--- config.mk ---
export PLATFORM = sky130hd
export DESIGN_NAME = axi_rd_arbiter_n
export DESIGN_NICKNAME = d
export VERILOG_FILES = /design/src/rtl/axi_rd_arbiter_n.sv
export SDC_FILE = /design/constraint.sdc
export NUM_CORES = 1
export LEC_CHECK = 0
export CORE_AREA = 2 2 138 140
export CTS_CLUSTER_SIZE = 8
export DETAILED_ROUTE_END_ITERATION = 10
export DIE_AREA = 0 0 140 142
export HOLD_SLACK_MARGIN = 0.03
export PLACE_DENSITY = 0.62
export REMOVE_ABC_BUFFERS = 1
export SYNTH_ARGS = -nofsm -noshare
export SYNTH_HDL_FRONTEND = slang
export SYNTH_SLANG_ARGS = --single-unit
--- constraint.sdc ---
create_clock -name clk -period 3 [get_ports clk]
set_input_delay 0.6 -clock clk [delete_from_list [all_inputs] [get_ports clk]]
set_output_delay 0.6 -clock clk [all_outputs]
set_load 0.01 [all_outputs]
--- src/rtl/axi_rd_arbiter_n.sv ---
// N-master AXI4 read-channel arbiter: one burst outstanding, round-robin or fixed priority,
// AR forwarded from the granted master and the full R burst routed back to it.
module axi_rd_arbiter_n #(
    parameter  int NM = 2,
    parameter  int AW = 32,
    parameter  int DW = 64,
    parameter  int RR = 1,
    localparam int GW = (NM > 1) ? $clog2(NM) : 1
) (
    input  logic                clk,
    input  logic                rst,
    input  logic [NM*AW-1:0]    m_araddr,
    input  logic [NM-1:0]       m_arvalid,
    input  logic [NM*2-1:0]     m_arburst,
    input  logic [NM*8-1:0]     m_arlen,
    input  logic [NM*3-1:0]     m_arsize,
    output logic [NM-1:0]       m_arready,
    output logic [NM*DW-1:0]    m_rdata,
    output logic [NM*2-1:0]     m_rresp,
    output logic [NM-1:0]       m_rvalid,
    output logic [NM-1:0]       m_rlast,
    input  logic [NM-1:0]       m_rready,
    output logic [AW-1:0]       s_araddr,
    output logic                s_arvalid,
    output logic [1:0]          s_arburst,
    output logic [7:0]          s_arlen,
    output logic [2:0]          s_arsize,
    input  logic                s_arready,
    input  logic [DW-1:0]       s_rdata,
    input  logic [1:0]          s_rresp,
    input  logic                s_rvalid,
    input  logic                s_rlast,
    output logic                s_rready,
    output logic [GW-1:0]       grant_id,
    output logic                err_len
);

    typedef enum logic [1:0] {IDLE, ADDR, DATA} state_t;

    state_t        state;
    logic [GW-1:0] last;
    logic [7:0]    beat_cnt;
    logic [GW-1:0] winner;

    logic [AW-1:0] araddr_a [NM];
    logic [1:0]    arburst_a [NM];
    logic [7:0]    arlen_a [NM];
    logic [2:0]    arsize_a [NM];

    for (genvar i = 0; i < NM; i++) begin : g_unpack
        assign araddr_a[i]  = m_araddr[i*AW +: AW];
        assign arburst_a[i] = m_arburst[i*2 +: 2];
        assign arlen_a[i]   = m_arlen[i*8 +: 8];
        assign arsize_a[i]  = m_arsize[i*3 +: 3];
    end

    // Round-robin scans from the master after the last one served; fixed priority favours index 0.
    function automatic logic [GW-1:0] pick(input logic [NM-1:0] req, input logic [GW-1:0] ptr);
        logic [GW-1:0] w;
        logic [GW-1:0] gi;
        logic          found;
        int            idx;
        w     = '0;
        found = 1'b0;
        if (RR != 0) begin
            for (int i = 1; i <= NM; i++) begin
                idx = (int'(ptr) + i) % NM;
                gi  = GW'(idx);
                if (!found && req[gi]) begin
                    w     = gi;
                    found = 1'b1;
                end
            end
        end else begin
            for (int i = NM - 1; i >= 0; i--) begin
                if (req[GW'(i)]) w = GW'(i);
            end
        end
        return w;
    endfunction

    assign winner  = pick(m_arvalid, last);
    assign m_rdata = {NM{s_rdata}};
    assign m_rresp = {NM{s_rresp}};

    always_comb begin
        s_araddr  = araddr_a[grant_id];
        s_arburst = arburst_a[grant_id];
        s_arlen   = arlen_a[grant_id];
        s_arsize  = arsize_a[grant_id];
        s_arvalid = 1'b0;
        s_rready  = 1'b0;
        m_arready = '0;
        m_rvalid  = '0;
        m_rlast   = '0;
        case (state)
            ADDR: begin
                s_arvalid           = m_arvalid[grant_id];
                m_arready[grant_id] = s_arready;
            end
            DATA: begin
                m_rvalid[grant_id] = s_rvalid;
                m_rlast[grant_id]  = s_rlast;
                s_rready           = m_rready[grant_id];
            end
            default: ;
        endcase
    end

    always_ff @(posedge clk) begin
        if (rst) begin
            state    <= IDLE;
            grant_id <= '0;
            last     <= GW'(NM - 1);
            beat_cnt <= '0;
            err_len  <= 1'b0;
        end else begin
            case (state)
                IDLE: begin
                    if (|m_arvalid) begin
                        grant_id <= winner;
                        state    <= ADDR;
                    end
                end
                ADDR: begin
                    if (s_arvalid && s_arready) begin
                        beat_cnt <= s_arlen;
                        state    <= DATA;
                    end
                end
                DATA: begin
                    if (s_rvalid && s_rready) begin
                        // Length mismatches are flagged, but only rlast ever closes the burst.
                        if (s_rlast) begin
                            if (beat_cnt != 8'd0) err_len <= 1'b1;
                            last  <= grant_id;
                            state <= IDLE;
                        end else if (beat_cnt == 8'd0) begin
                            err_len <= 1'b1;
                        end else begin
                            beat_cnt <= beat_cnt - 8'd1;
                        end
                    end
                end
                default: state <= IDLE;
            endcase
        end
    end

endmodule
# [Yosys cells after proc, flatten, opt, wreduce, memory -nomap -nowiden]
# Cells that the tools add are included.
[totals] ff_bits=13 in_bits=165 output_inout_bits=187 word_cells=85
[op_classes] n_addsub=3 magnitude_cmp=5 n_eq_ne=9 muxes=43 n_bitwise=4 reduce_logical=16
[ops] cell="$mux 32" count=3
[ops] cell="$mux 8" count=7
[ops] cell="$mux 2" count=10
[ops] cell="$mux 1" count=17
[ops] cell="$pmux 8 s2" count=1
[ops] cell="$ne 2x2->1 const B" count=6
[ops] cell="$mux 3" count=3
[ops] cell="$logic_not 8->1" count=1
[ops] cell="$reduce_and 4->1" count=2
[ops] cell="$reduce_bool 8->1" count=1
[ops] cell="$sub 8x1->8 const B" count=1
[ops] cell="$and 2x2->2" count=3
[ops] cell="$lt 1x2->1 const B" count=3
[ops] cell="$pmux 2 s3" count=1
[ops] cell="$reduce_and 5->1" count=1
[ops] cell="$logic_and 1x1->1" count=4
[ops] cell="$reduce_bool 2->1" count=2
[ops] cell="$reduce_and 3->1" count=1
[ops] cell="$add 1x1->1 const B" count=2
[ops] cell="$eq 2x1->1 const B" count=1
[ops] cell="$eq 2x2->1 const B" count=1
[ops] cell="$ge 2x2->1 const B" count=1
[ops] cell="$logic_not 2->1" count=1
[ops] cell="$ne 2x1->1 const B" count=1
[ops] cell="other kinds (6)" count=6

# [Depth between registers and ports, before layout]
[logic_depth] ltp_word=7 depth_mapped=7 mapped_depth_nobuf=6

# [Worst setup path before layout]
# OpenSTA, ideal clock, no wires.
[synth_timing] path_type="register to output" start="register grant_id" end="output s_araddr[0]" arrival_ns=1.485 t_required_ns=2.400 path_slack_ns=0.915 stages_incl_launch_ff=5 path_buffers=3 cell_sequence="dfxtp_1 buf_4 buf_2 buf_1 mux2_2"
[synth_between] elab_chain_cells=4
[synth_lines] element="from (decl)" line_no="34" source="output logic [GW-1:0] grant_id,"
[synth_lines] element="from (signal assigned)" line_no="121" source="grant_id <= winner;"
[synth_lines] element="$not 1->2 (not written as such)" line_no="87" source="s_araddr = araddr_a[grant_id];"
[synth_lines] element="$mux 32 (not written as such) (3 in series)" line_no="87"
[synth_lines] element="to (decl)" line_no="23" source="output logic [AW-1:0] s_araddr,"
# Every way passes these cells. The select of a mux whose other input is x is not followed.

# [Worst setup path after layout]
[layout_timing] start="input m_arvalid[0]" end="output s_arvalid"
[layout_between] elab_chain_cells=3
[layout_lines] element="from (decl)" line_no="13" source="input logic [NM-1:0] m_arvalid,"
[layout_lines] element="$mux 1 (not written as such) (2 in series)" line_no="98" source="s_arvalid = m_arvalid[grant_id];"
[layout_lines] element="$mux 1" line_no="96" source="case (state)"
[layout_lines] element="to (decl)" line_no="24" source="output logic s_arvalid,"
# Every way passes these cells. The select of a mux whose other input is x is not followed.

==> results <==
[layer usage]
| layer | up-vias | GRT usage | routed length, microns | part of all wire |
|---|---|---|---|---|
| met5 | - | 0.04511 | 91 | 0.0043 |
| met4 | 2 | 0.03562 | 425 | 0.020 |
| met3 | 16 | 0.1935 | 4341 | 0.21 |
| met2 | 318 | 0.3824 | 11220 | 0.53 |
| met1 | 1022 | 0.1375 | 4991 | 0.24 |
| li1 | 931 | - | - | - |
[power breakdown]
| group | switching (mW) | total (mW) | internal [mW] |
|---|---|---|---|
| Combinational | 0.156 | 0.440 | 0.284 |
| Sequential | 0.0142 | 0.195 | 0.181 |
| Clock | 0.0755 | 0.255 | 0.180 |
[final timing paths]
path / end / from / depth (start not counted)
worst min-delay path: err_len / err_len / 2
worst min register to register: err_len / err_len / 2
worst max-delay path: s_arvalid / m_arvalid[0] / 4
worst max register to register: beat_cnt[1] / beat_cnt[0] / 6
[cells in the final DEF (no fill, tap or decap), types with 2 or more instances in the layout]
cell	n
clkbuf_16	3
nor3_1	4
nand2b_1	6
nor2_1	15
mux2_2	45
buf_4	3
nor3b_1	2
dfxtp_1	12
nand2_1	12
a221o_1	7
mux2i_1	3
nand3_1	3
ha_1	2
inv_1	6
clkdlybuf4s50_1	153
o21ai_0	7
nand3b_1	4
a21oi_1	9
[cells by family (layout without fill, tap and decap cells)]
| kind of cell | count (synthesis) | in the layout |
|---|---|---|
| and+or+nand+nor | 56 | 56 |
| DFF | 13 | 13 |
| adders and majority gates | 2 | 2 |
| AOI/OAI and AO/OA | 34 | 34 |
| muxes | 48 | 48 |
| buffers and inverters | 151 | 167 |
[through the flow]
stage / power, mW / cells / area [sq um] / util / hold slack (ns)
final: 0.8904 / 554 / 3358 / 0.1820 / 0.4427
after floorplan: 0.3569 / 159 / 1411 / - / 0.4535
after global routing: 0.9357 / 554 / 3358 / 0.1820 / 0.4714
after CTS: 0.9028 / 554 / 3358 / 0.1820 / 0.4495
after global placement: 0.6385 / 550 / 3279 / 0.1777 / 0.4449
after detailed placement: 0.6406 / 550 / 3279 / 0.1777 / 0.4400
[critical path: cells and delay by family]
| kind | cells | cell delay, ns |
|---|---|---|
| simple gates | 1 | 0.24 |
| buf+inv | 2 | 1.11 |
| mux | 1 | 0.15 |
[area by class of cell]
cell class | count | area, sq um | area share
clock buffers | 4 | 78.83 | 0.02347
inverters | 6 | 22.52 | 0.006706
multi-input cells | 140 | 1129 | 0.3361
flip-flops and latches | 13 | 261.5 | 0.07787
well taps | 234 | 292.8 | 0.08718
repair buffers | 157 | 1574 | 0.4687
[flip-flops by register name (all words and copies together), names as in the netlist]
name and cells:
grant_id 1, beat_cnt 8, state 2, last 1
err_len 1
==> flow_summary.yaml <==
critical_path:
  max_stage_delay_ns: 0.58
  arrival_ns: 2.10
  slowest_stage: "clkdlybuf4s50_1"
  endpoint_kind: "output pin"
  cp-start-kind: "input pin"
  critPathMaxFanout: 4
  critPathRequiredTime_ns: 2.40
  cp_cell_sequence: "clkdlybuf4s50_1, mux2i_1, nor3b_1, clkdlybuf4s50_1"
  cp_common_cell: "clkdlybuf4s50_1"
  reg2reg_slack_ns: 0.94
  critical_path_class: "input pin to output pin"
logic_synthesis:
  synth-simple-area-share: 0.1192
  synth-edff-count: 0
  synthesis.area_sq_um: 2466
  synth_ff_type: "dfxtp_1"
  synth_compound_area_frac: 0.1106
  synth.area.top_cells: "buf_4 40%, mux2_2 21%, dfxtp_1 11%"
  synth_top_cell_by_area: "buf_4"
  yosysSeqAreaShare: 0.1055
  synth-seq-cells: 13
  synthXorXnorAreaFrac: 0
  synth_top_cell_area_share: 0.4049
  synth.most_common_cell: "buf_4"
  syn_inst: 304
  synth_top_family_by_area: "buffers and inverters"
  synthMuxAreaShare: 0.2177
  ys_types: 41
  syn_area_per_cell_sq_um: 8.112
  yosys-top-cells-count: "133 x buf_4, 45 x mux2_2, 15 x nor2_1, 13 x dfxtp_1, 12 x nand2_1"
  async_flop_share: 0
  ys_warn_count: 0
  synthAdderAreaFrac: 0.01015
clocking:
  cts_buffers: 3
  cts.sinks: 13
  h-tree-depth: 1
  post-cts-setup-buffers: 0
  insertion_delay_ns: 0.24
  post_cts_resized: 0
  cts_tree: "yes"
  clk_pin_slew_ns: 0.05
  clock-root-buffer: "clkbuf_16"
  hold_buffers: 0
  clockBufferDepth: 2
sta:
  final.min_clock_period_ns: 2.701
  worstMarginPinSlew_ns: 0.6544
  rsz0062_at_grt: "false"
  fmax_mhz: 370.2
  skew_ns: 0.0009154
  setup_tns_ns: 0
  hold_viol: 0
  period_share: 0.9004
  drv_slew: 0
  setup_viol: 0
  setup_ws_ns: 0.2987
  max_slew_margin: 0.5624
pwr:
  vdd_drop_max_mv: 0.2512
  cellPowerDensity_nw_per_um2: 265.1
  power_leakage_nw: 1.138
worst_hold_path:
  hp-class: "flip-flop to flip-flop"
layout:
  nets: 488
  drive_above_1_share: 0.1906
  antennaDiodeCount: 0
  area_growth_pct: 36.17
  fillers: 2067
floorplanning:
  die_area_sq_um: 19880
  die_h_microns: 142
  start_util: 0.1336
  core_sq_um: 18460
  rows: 50
  ios: 352
  die_w_microns: 140
grt:
  overflow: 0
  grt.total_usage: 0.2005
  grt_pass1_wl_microns: 25250
  grt_pass1_vias: 2096
  antenna_found_initial: 0
  grt_start_max_net_pins: 34
routing:
  drt-initial-drc-count: 170
  routed_via_density: 4.132
  routed_wl_microns: 21070
  wl_per_cell_microns: 38.04
  ant_nets: 0
  vias: 2289
  drc_errors: 25
  drt_pass1_iterations: 9
placed_design:
  dpl.hpwl_microns: 19380
  gp_congestion: 0.8407
  io_buffers: 153
  post-place-ws_ns: 0.3200
run:
  drv_cap: 0
status:
  status: "complete, but fails checks"
  violations: "design-rule violations"
Note: power is estimated with default switching activity, not from simulation.
